`src/rtl/agu_pkg.sv`:
```
// Shared definitions for the burst address generation unit.
// Holds the ADDR1/ADDR2 mux encodings, the IDLE/BURST state encoding
// and the sign-extend helper used by the effective-address datapath.
package agu_pkg;

  // ADDR1 mux select
  localparam logic ADDR1_PC    = 1'b0;
  localparam logic ADDR1_BASER = 1'b1;

  // ADDR2 mux select
  localparam logic [1:0] ADDR2_ZERO = 2'd0;
  localparam logic [1:0] ADDR2_OFFA = 2'd1;
  localparam logic [1:0] ADDR2_OFFB = 2'd2;
  localparam logic [1:0] ADDR2_OFFC = 2'd3;

  // Burst sequencer state
  typedef logic [0:0] state_t;
  localparam state_t ST_IDLE  = 1'b0;
  localparam state_t ST_BURST = 1'b1;

  localparam int unsigned SEXT_MAX_W = 64;

  // Sign-extend the low from_w bits of val to SEXT_MAX_W bits.
  function automatic logic [SEXT_MAX_W-1:0] sext(input logic [SEXT_MAX_W-1:0] val,
                                                 input int unsigned from_w);
    logic [SEXT_MAX_W-1:0] hi_mask;
    logic [SEXT_MAX_W-1:0] sign_shift;
    hi_mask    = ~SEXT_MAX_W'(0) << from_w;
    sign_shift = val >> (from_w - 32'd1);
    if (sign_shift[0]) begin
      return val | hi_mask;
    end
    return val & ~hi_mask;
  endfunction

endpackage

```
`src/rtl/agu_ea_comb.sv`:
```
// Combinational effective-address datapath: ADDR1 mux, sign-extended
// offset select, optional left shift and modulo-2^WIDTH add.
// Ports:
//   addr1_sel  - 0 = pc, 1 = sr1
//   addr2_sel  - zero / offset A / offset B / offset C
//   lshft      - shift the extended offset left by one
//   ir_off     - low OFF_C_W bits of the instruction register
//   pc, sr1    - ADDR1 candidates
//   ea         - effective address
//   carry      - address ran past 2^WIDTH-1 (upward wrap only)
module agu_ea_comb
  import agu_pkg::*;
#(
  parameter int unsigned WIDTH   = 16,
  parameter int unsigned OFF_A_W = 6,
  parameter int unsigned OFF_B_W = 9,
  parameter int unsigned OFF_C_W = 11
) (
  input  logic               addr1_sel,
  input  logic [1:0]         addr2_sel,
  input  logic               lshft,
  input  logic [OFF_C_W-1:0] ir_off,
  input  logic [WIDTH-1:0]   pc,
  input  logic [WIDTH-1:0]   sr1,
  output logic [WIDTH-1:0]   ea,
  output logic               carry
);

  localparam int unsigned SUM_W = WIDTH + 1;

  logic [WIDTH-1:0] addr1;
  logic [WIDTH-1:0] ext;
  logic [WIDTH-1:0] addr2;
  logic [SUM_W-1:0] sum;
  logic             neg;

  // Mux, extend, shift and add
  always_comb begin
    ext   = '0;
    addr1 = (addr1_sel == ADDR1_BASER) ? sr1 : pc;
    case (addr2_sel)
      ADDR2_ZERO: ext = '0;
      ADDR2_OFFA: ext = WIDTH'(sext(SEXT_MAX_W'(ir_off[OFF_A_W-1:0]), OFF_A_W));
      ADDR2_OFFB: ext = WIDTH'(sext(SEXT_MAX_W'(ir_off[OFF_B_W-1:0]), OFF_B_W));
      ADDR2_OFFC: ext = WIDTH'(sext(SEXT_MAX_W'(ir_off), OFF_C_W));
    endcase
    neg   = ext[WIDTH-1];
    addr2 = lshft ? {ext[WIDTH-2:0], 1'b0} : ext;
    sum   = SUM_W'(addr1) + SUM_W'(addr2);
    ea    = sum[WIDTH-1:0];
    // A negative offset always produces a raw carry unless it borrows;
    // only a genuine run past the top of memory counts as a wrap.
    carry = sum[WIDTH] & ~neg;
  end

endmodule

```
`src/rtl/agu_burst.sv`:
```
// Pipelined address generation unit with multi-beat burst expansion.
// Computes ADDR1 + (shifted) sign-extended IR offset, registers it behind
// a valid/ready handshake and steps it by 1 (byte) or 2 (word) per beat.
// Ports:
//   clk, rst            - clock, synchronous active-high reset
//   IN_VALID/IN_READY   - request handshake (IN_READY is combinational)
//   ADDR1_SEL, ADDR2_SEL, LSHFT, IR, PC, SR1 - address operands
//   BEATS               - burst length minus one
//   OUT_VALID/OUT_READY - beat handshake
//   OUT_ADDR, OUT_BEAT, OUT_LAST, OUT_FAULT, OUT_WRAP - beat payload
// Build option: define AGU_ALIGN_CHECK_EN to turn misaligned word requests
// into a single faulting beat; otherwise OUT_FAULT is tied low.
module agu_burst
  import agu_pkg::*;
#(
  parameter int unsigned WIDTH   = 16,
  parameter int unsigned OFF_A_W = 6,
  parameter int unsigned OFF_B_W = 9,
  parameter int unsigned OFF_C_W = 11,
  parameter int unsigned BEAT_W  = 3
) (
  input  logic              clk,
  input  logic              rst,
  input  logic              IN_VALID,
  output logic              IN_READY,
  input  logic              ADDR1_SEL,
  input  logic [1:0]        ADDR2_SEL,
  input  logic              LSHFT,
  input  logic [WIDTH-1:0]  IR,
  input  logic [WIDTH-1:0]  PC,
  input  logic [WIDTH-1:0]  SR1,
  input  logic [BEAT_W-1:0] BEATS,
  output logic              OUT_VALID,
  input  logic              OUT_READY,
  output logic [WIDTH-1:0]  OUT_ADDR,
  output logic [BEAT_W-1:0] OUT_BEAT,
  output logic              OUT_LAST,
  output logic              OUT_FAULT,
  output logic              OUT_WRAP
);

  localparam int unsigned SUM_W = WIDTH + 1;

  logic [WIDTH-1:0]  ea;
  logic              ea_carry;
  logic              unused_ir;

  state_t            state_q;
  state_t            state_d;
  logic              word_q;
  logic              word_d;
  logic [BEAT_W-1:0] remain_q;
  logic [BEAT_W-1:0] remain_d;
  logic              valid_d;
  logic [WIDTH-1:0]  addr_d;
  logic [BEAT_W-1:0] beat_d;
  logic              last_d;
  logic              fault_d;
  logic              wrap_d;

  logic              accept_c;
  logic              consume_c;
  logic              fault_c;
  logic [BEAT_W-1:0] beats_eff_c;
  logic [SUM_W-1:0]  step_c;

  agu_ea_comb #(
    .WIDTH   (WIDTH),
    .OFF_A_W (OFF_A_W),
    .OFF_B_W (OFF_B_W),
    .OFF_C_W (OFF_C_W)
  ) u_ea (
    .addr1_sel (ADDR1_SEL),
    .addr2_sel (ADDR2_SEL),
    .lshft     (LSHFT),
    .ir_off    (IR[OFF_C_W-1:0]),
    .pc        (PC),
    .sr1       (SR1),
    .ea        (ea),
    .carry     (ea_carry)
  );

  // Opcode bits above the widest offset field are not part of the address
  assign unused_ir = ^IR[WIDTH-1:OFF_C_W];

  // Free to accept when nothing is outstanding or the last beat leaves now
  assign IN_READY  = !OUT_VALID || (OUT_READY && OUT_LAST);
  assign accept_c  = IN_VALID && IN_READY;
  assign consume_c = OUT_VALID && OUT_READY;

`ifdef AGU_ALIGN_CHECK_EN
  assign fault_c = LSHFT & ea[0];
`else
  assign fault_c = 1'b0;
`endif

  // A faulting request collapses to one beat regardless of BEATS
  assign beats_eff_c = fault_c ? '0 : BEATS;
  assign step_c      = SUM_W'(OUT_ADDR) + (word_q ? SUM_W'(2) : SUM_W'(1));

  // Next-state and next-output logic
  always_comb begin
    state_d  = state_q;
    word_d   = word_q;
    remain_d = remain_q;
    valid_d  = OUT_VALID;
    addr_d   = OUT_ADDR;
    beat_d   = OUT_BEAT;
    last_d   = OUT_LAST;
    fault_d  = OUT_FAULT;
    wrap_d   = OUT_WRAP;
    if (accept_c) begin
      valid_d  = 1'b1;
      addr_d   = ea;
      beat_d   = '0;
      wrap_d   = ea_carry;
      fault_d  = fault_c;
      word_d   = LSHFT;
      remain_d = beats_eff_c;
      last_d   = (beats_eff_c == '0);
      state_d  = (beats_eff_c == '0) ? ST_IDLE : ST_BURST;
    end else if (consume_c) begin
      if (state_q == ST_BURST) begin
        addr_d   = step_c[WIDTH-1:0];
        wrap_d   = step_c[WIDTH];
        beat_d   = OUT_BEAT + BEAT_W'(1);
        remain_d = remain_q - BEAT_W'(1);
        last_d   = (remain_q == BEAT_W'(1));
        state_d  = (remain_q == BEAT_W'(1)) ? ST_IDLE : ST_BURST;
      end else begin
        valid_d = 1'b0;
      end
    end
  end

  // State register
  always_ff @(posedge clk) begin
    if (rst) begin
      state_q <= ST_IDLE;
    end else begin
      state_q <= state_d;
    end
  end

  // Beat payload and burst bookkeeping registers
  always_ff @(posedge clk) begin
    if (rst) begin
      word_q    <= 1'b0;
      remain_q  <= '0;
      OUT_VALID <= 1'b0;
      OUT_ADDR  <= '0;
      OUT_BEAT  <= '0;
      OUT_LAST  <= 1'b0;
      OUT_FAULT <= 1'b0;
      OUT_WRAP  <= 1'b0;
    end else begin
      word_q    <= word_d;
      remain_q  <= remain_d;
      OUT_VALID <= valid_d;
      OUT_ADDR  <= addr_d;
      OUT_BEAT  <= beat_d;
      OUT_LAST  <= last_d;
      OUT_FAULT <= fault_d;
      OUT_WRAP  <= wrap_d;
    end
  end

endmodule

```
`config.mk`:
```
export PLATFORM = sky130hd
export DESIGN_NAME = agu_burst
export DESIGN_NICKNAME = d
export VERILOG_FILES = /design/src/rtl/agu_pkg.sv /design/src/rtl/agu_ea_comb.sv /design/src/rtl/agu_burst.sv
export SDC_FILE = /design/constraint.sdc
export NUM_CORES = 1
export LEC_CHECK = 0
export BUFFER_PORTS_ARGS = -buffer_cell sky130_fd_sc_hd__clkbuf_2
export CORE_MARGIN = 8
export CORE_UTILIZATION = 45
export CTS_BUF_LIST = sky130_fd_sc_hd__clkbuf_8
export DETAILED_ROUTE_END_ITERATION = 7
export MAX_ROUTING_LAYER = met4
export PLACE_DENSITY = 0.71
export SLEW_MARGIN = 20
export SYNTH_ARGS = -nofsm -noshare
export SYNTH_HDL_FRONTEND = slang
export SYNTH_HIERARCHICAL = 1
export SYNTH_SLANG_ARGS = --single-unit
```
`constraint.sdc`:
```
create_clock -name clk -period 5.9 [get_ports clk]
set_input_delay 1.18 -clock clk [delete_from_list [all_inputs] [get_ports clk]]
set_output_delay 1.18 -clock clk [all_outputs]
set_load 0.005 [all_outputs]
```
==> results of run 1 <==
placed cells by master (no fill, tap or decap), types with 9 or more instances in the layout:
cell type | synthesis | final
ha_1 | 22 | 22
inv_1 | 12 | 13
o21ai_0 | 15 | 15
mux2i_1 | 9 | 9
a21oi_1 | 27 | 27
xor2_1 | 9 | 9
nand3_1 | 11 | 11
nor2_1 | 35 | 35
clkbuf_2 | 0 | 76
a311oi_1 | 9 | 9
a211oi_1 | 14 | 14
xnor2_1 | 13 | 13
nand2_1 | 30 | 30
mux2_2 | 17 | 17
dfxtp_1 | 27 | 27
registers in the layout, summed over array words and instances (netlist names):
signal,flops
OUT_ADDR,16
OUT_BEAT,3
remain_q,3
OUT_LAST,1
OUT_VALID,1
OUT_WRAP,1
state_q,1
word_q,1
synthesized netlist by cell type, types with 10 or more instances:
master	instances
nor2_1	35
nand2_1	30
a21oi_1	27
dfxtp_1	27
ha_1	22
mux2_2	17
o21ai_0	15
a211oi_1	14
xnor2_1	13
inv_1	12
nand3_1	11
clkbuf_1	10
layer usage:
metal / routed length [um] / track usage
met4: 52 / 0.0317
met2: 3330 / 0.259
met5: 0 / -
met3: 277 / 0.0296
met1: 3330 / 0.201
worst max-delay path, cell delays in order:
cell and delay, ps:
clkbuf_2 330, mux2_2 390, ha_1 220, fa_1 410
a21o_1 220, a311oi_2 390, nor3_2 140, or4_1 510
and4_1 200, nor2_1 90, a311oi_1 60
cell families after synthesis:
kind of cell	count (synthesis)
simple gates	124
compound gates	93
buf+inv	31
flops	27
mux	26
fa+ha+maj	24
xor+xnor	22
other cells	1
area by class of cell:
class,instances,area (um^2),area share
multi-input cells,290,2040,0.647
flip-flops and latches,27,541,0.171
repair buffers,77,388,0.123
well taps,75,93.8,0.0298
inverters,12,45.0,0.0143
clock buffers,3,41.3,0.0131
clock inverters,1,3.75,0.00119
where the power goes:
| group | switching, uW | internal (uW) | total [uW] | leakage, uW |
|---|---|---|---|---|
| logic | 143 | 121 | 264 | 0.00112 |
| registers | 22.3 | 200 | 222 | 0.000223 |
| clock network | 59.6 | 46.9 | 106 | 0.0000269 |
| total | 225 | 367 | 592 | 0.00136 |
metrics by stage:
| stage | power (uW) | area [um^2] | setup WS (ps) |
|---|---|---|---|
| after floorplan | 420 | 2750 | 1940 |
| after global placement | 485 | 3110 | 1680 |
| after detailed placement | 491 | 3110 | 1580 |
| after CTS | 598 | 3150 | 1880 |
| after global routing | 638 | 3150 | 1720 |
| final | 592 | 3150 | 1910 |
path summary, 6_finish.rpt:
path	from	end	slack, ps	depth (start not counted)
max	ADDR1_SEL	OUT_ADDR[14]	1910	11
min reg2reg	word_q	word_q	500	2
max reg2reg	word_q	OUT_ADDR[14]	3610	8
min	word_q	word_q	500	2
==> run_results.csv, run 1 <==
group,metric,value,unit
synthesis,ys_ff_latch,27,
sta,whs,497,ps
worst_setup_path,required,6050,ps
sta,tightest_slew,808,ps
synthesis,synth_nets,431,
detailed_routing,vias,2739,
layout,nFillCells,611,
detailed_routing,post_drt_wl_per_cell,14.4,um
sta,drv_slew,0,
grt,antenna_found_initial,0,
power,leakage,0.00136,uW
layout,areaGrowthSynthToFinish,14.5,%
sta,rsz0062_at_grt,"false",
grt,grt_pass1_wl,11.7,mm
clocking,clockRootBuffer,"clkbuf_8",
grt,grt_pass1_vias,2682,
synthesis,synth_area,2750,um^2
sta,skew,3.39,ps
grt,overflow,0,
hold_path,min_path_type,"reg2reg",
synthesis,synth-async-reset-ratio,0,
grt,grt_max_degree,42,
placement,io_buffers,76,
layout,finalNonFillerCells,485,
synthesis,synth_top_area_frac,0.196,
floorplanning,initial_utilization,0.465,
worst_setup_path,cp-end-kind,"flop",
clocking,clkLatencyLatePin,280,ps
clocking,post_cts_buffers,0,
clocking,cts_buffer_depth,2,
status,status,"finished, final reports clean",
synthesis,synth_top_cell_by_area,"dfxtp_1",
clocking,h-tree-depth,1,
synthesis,avgSynthCellArea,7.91,um^2
sta,clock.fmax,250,MHz
clocking,postCtsHoldBufs,0,
floorplanning,coreArea,5920,um^2
synthesis,syn_inst,348,
detailed_routing,ant_nets,0,
floorplanning,die_h,94.2,um
detailed_routing,drt_iter0_markers,117,
sta,finalSetupViolCount,0,
synthesis,synthFlopType,"dfxtp_1",
clocking,clk_pin_slew_worst_paths,90,ps
synthesis,synthAdderAreaFrac,0.114,
sta,finalSetupTns,0,ps
power,powerDensity,188,nW/um^2
layout,diodes,0,
worst_setup_path,path_class,"in2reg",
worst_setup_path,cp.arrival,4140,ps
detailed_routing,drc_errors,0,
worst_setup_path,path_max_fanout,16,
synthesis,synth_top_family_by_area,"simple AND/OR/NAND/NOR gates",
floorplanning,dieArea,8880,um^2
synthesis,ys_seq_area_frac,0.196,
placement,placed_cells,481,
sta,min_period_over_period,0.677,
layout,final_util,0.533,
synthesis,synth-xor-area-share,0.0700,
worst_setup_path,cp-start-kind,"primary input",
sta,period_minus_slack,3990,ps
floorplanning,die_x,94.2,um
synthesis,ys.warnings.count,6,
floorplanning,fp-row-count,28,
grt,grtUsageTotal,0.160,
synthesis,synthSimpleGateAreaFrac,0.229,
layout,drive_gt1_frac,0.266,
clocking,cts_sinks,27,
floorplanning,ioPinCount,83,
synthesis,synth_edf_count,0,
synthesis,synth_area_leaders,"dfxtp_1 (20%), ha_1 (10%), mux2_2 (7.0%), a21oi_1 (4.9%), nor2_1 (4.8%)",
detailed_routing,first_pass_iters,4,
synthesis,synth_compound_area_frac,0.225,
job,cap_violations,0,
clocking,numCtsBuffers,3,
detailed_routing,routed_via_density,5.65,
sta,slew_headroom,0.456,
synthesis,synth_cell_types,56,
layout,nets,494,
sta,hold_viol,0,
placement,place_hpwl,5.64,mm
clocking,cts_tree,"yes",
detailed_routing,routed_wl,6.99,mm
placement,place_congestion,0.862,
clocking,cts_resized,0,
power,ir_drop,103,uV
synthesis,synth_mux_area_frac,0.102,
(Power assumes the default switching activity.)
==> run 2: changes to the inputs <==
--- a/config.mk
+++ b/config.mk
@@ -11,7 +11,7 @@
 export CTS_BUF_LIST = sky130_fd_sc_hd__clkbuf_8
 export DETAILED_ROUTE_END_ITERATION = 7
 export MAX_ROUTING_LAYER = met4
-export PLACE_DENSITY = 0.71
+export PLACE_DENSITY = 0.74
 export SLEW_MARGIN = 20
 export SYNTH_ARGS = -nofsm -noshare
 export SYNTH_HDL_FRONTEND = slang
==> constraint.sdc (replaced) <==
create_clock -name clk -period 3.5 [get_ports clk]
set_input_delay 0.7 -clock clk [delete_from_list [all_inputs] [get_ports clk]]
set_output_delay 0.7 -clock clk [all_outputs]
set_load 0.005 [all_outputs]
==> run 2 against run 1 <==
Critical endpoint unchanged; routed wire length up 4.5%; design area is 4.3% higher; cell count is 3.7% higher; sequential cell count unchanged; combinational power increased by 82%; largest power group unchanged; sequential share of layout area shrank 0.70 points; highest routed layer unchanged; sequential power increased by 69%; critical path depth unchanged; die area unchanged; critical path type unchanged.
==> run_results.csv, run 2 (same netlist as run 1, synthesis figures left out) <==
group,metric,value,unit
layout,reg_top3,"OUT_ADDR (16), OUT_BEAT (3), remain_q (3)",
clocking,cts_tree,"yes",
power,ir_drop,148,uV
worst_setup_path,path_class,"in2reg",
clocking,numCtsBuffers,3,
worst_setup_path,critPathBufInv,1,
sta,min_period_over_period,0.906,
clocking,cts_buffer_depth,2,
layout,register_area,541,um^2
clocking,post_cts_buffers,0,
layout,nFillCells,571,
sta,drv_slew,0,
detailed_routing,routed_via_density,5.70,
power,pwr-share-clk,0.171,
layout,diodes,0,
power,combPwrFrac,0.465,
worst_setup_path,cp_slowest_cell,"or4_1",
floorplanning,ioPinCount,83,
layout,finalNonFillerCells,503,
layout,areaGrowthSynthToFinish,19.4,%
power,powerDensity,314,nW/um^2
detailed_routing,drt_iter0_markers,134,
job,cap_violations,0,
detailed_routing,ant_nets,0,
clocking,clkLatencyLatePin,280,ps
grt,grt_pass1_wl,12.2,mm
detailed_routing,drc_errors,0,
detailed_routing,first_pass_iters,6,
sta,rsz0062_at_grt,"false",
floorplanning,initial_utilization,0.465,
layout,layout_commonest_cell,"clkbuf_2",
hold_path,min-delay-start,"word_q",
sta,tightest_slew,979,ps
power,leakage,0.00145,uW
worst_setup_path,cp_cell_sequence,"clkbuf_2, mux2_2, ha_1, fa_1, a21o_1, a311oi_2, nor3_2, or4_1, and4_1, nor2_1, a311oi_1",
layout,nets,512,
detailed_routing,vias,2869,
power,p_int,642,uW
grt,overflow,0,
layout,final_cell_mix,"clkbuf_2 (76), nor2_1 (35), nand2_1 (30)",
worst_setup_path,path_max_fanout,3,
placement,io_buffers,76,
clocking,postCtsHoldBufs,0,
layout,top_register,"OUT_ADDR",
grt,antenna_found_initial,0,
worst_setup_path,cp-end-kind,"flop",
layout,final_util,0.556,
floorplanning,die_h,94.2,um
worst_setup_path,required,3620,ps
hold_path,min_path_type,"reg2reg",
placement,place_hpwl,5.93,mm
grt,grt_max_degree,31,
placement,place_congestion,0.906,
power,swShare,0.378,
worst_setup_path,cp-startpoint,"ADDR1_SEL",
clocking,cts_resized,0,
floorplanning,fp-row-count,28,
clocking,clk_pin_slew_worst_paths,90,ps
layout,drive_gt1_frac,0.297,
grt,grt_pass1_vias,2769,
layout,largest_reg_flops,16,
sta,period_minus_slack,3170,ps
worst_setup_path,cp-start-kind,"primary input",
sta,clock.fmax,315,MHz
power,power_switching,390,uW
status,status,"finished, final reports clean",
sta,slew_headroom,0.346,
sta,finalSetupTns,0,ps
sta,hold_viol,0,
worst_setup_path,path_delay_family,"simple AND/OR/NAND/NOR gates",
grt,grtUsageTotal,0.167,
worst_setup_path,critical_path.max_stage_delay,500,ps
worst_setup_path,reg2reg_from,"word_q",
worst_setup_path,cp.arrival,3290,ps
layout,multi_input_area,2040,um^2
detailed_routing,post_drt_wl_per_cell,14.5,um
power,pwr-share-seq,0.364,
clocking,cts_sinks,27,
placement,placed_cells,499,
sta,finalSetupViolCount,0,
detailed_routing,routed_wl,7.30,mm
sta,skew,2.97,ps
floorplanning,die_x,94.2,um
floorplanning,coreArea,5920,um^2
clocking,clockRootBuffer,"clkbuf_8",
floorplanning,dieArea,8880,um^2
clocking,h-tree-depth,1,
run 2: changes by cell type in the layout (fill, tap and decap cells not counted), sizes merged:
cell and change:
buf +18
run 2: routing by layer:
metal	part of all wire	wire (um)	vias to the layer above	GRT usage
li1	-	-	1446	-
met1	0.46	3370	1360	0.208
met2	0.48	3500	56	0.272
met3	0.051	370	7	0.0296
met4	0.0073	53	0	0.0343
met5	0	0	-	-
run 2: per-stage QoR:
step	instance area [um^2]	hold WS, ps	power (uW)	setup WS, ps
2_1_floorplan	2750	453	707	22.5
3_3_place_gp	3240	467	848	59.7
3_5_place_dp	3240	477	860	38.9
4_1_cts	3290	492	1040	329
5_1_grt	3290	527	1110	138
6_report	3290	500	1030	328
run 2: worst register-to-register path: cells and delay by family (launching register included):
kind,cells,cell delay [ps]
AO/OA/AOI/OAI,1,250
adder cells (fa/ha/maj),2,550
buffers and inverters,2,160
flip-flops,1,340
AND/OR/NAND/NOR,3,880
run 2: worst paths after layout:
check / to / slack (ps) / depth (start not counted)
worst max-delay path: OUT_ADDR[14] / 330 / 11
worst min-delay path: word_q / 500 / 2
worst max register to register: OUT_ADDR[14] / 1230 / 8
worst min register to register: word_q / 500 / 2
run 2: power by group through the flow:
| stage | logic [uW] | registers (uW) | clock network [uW] |
|---|---|---|---|
| 6_report | 480 | 376 | 176 |
| 5_1_grt | 537 | 381 | 190 |
| 4_1_cts | 481 | 374 | 183 |
| 2_1_floorplan | 333 | 375 | 0 |
| 3_3_place_gp | 468 | 380 | 0 |
| 3_5_place_dp | 479 | 381 | 0 |
run 2: layout make-up:
cell class | instances | share of cell area
tap | 75 | 0.0285
multi-input combinational | 290 | 0.621
clock inverter | 1 | 0.00114
clock buffer | 3 | 0.0126
timing repair buffer | 95 | 0.159
sequential | 27 | 0.164
inverter | 12 | 0.0137
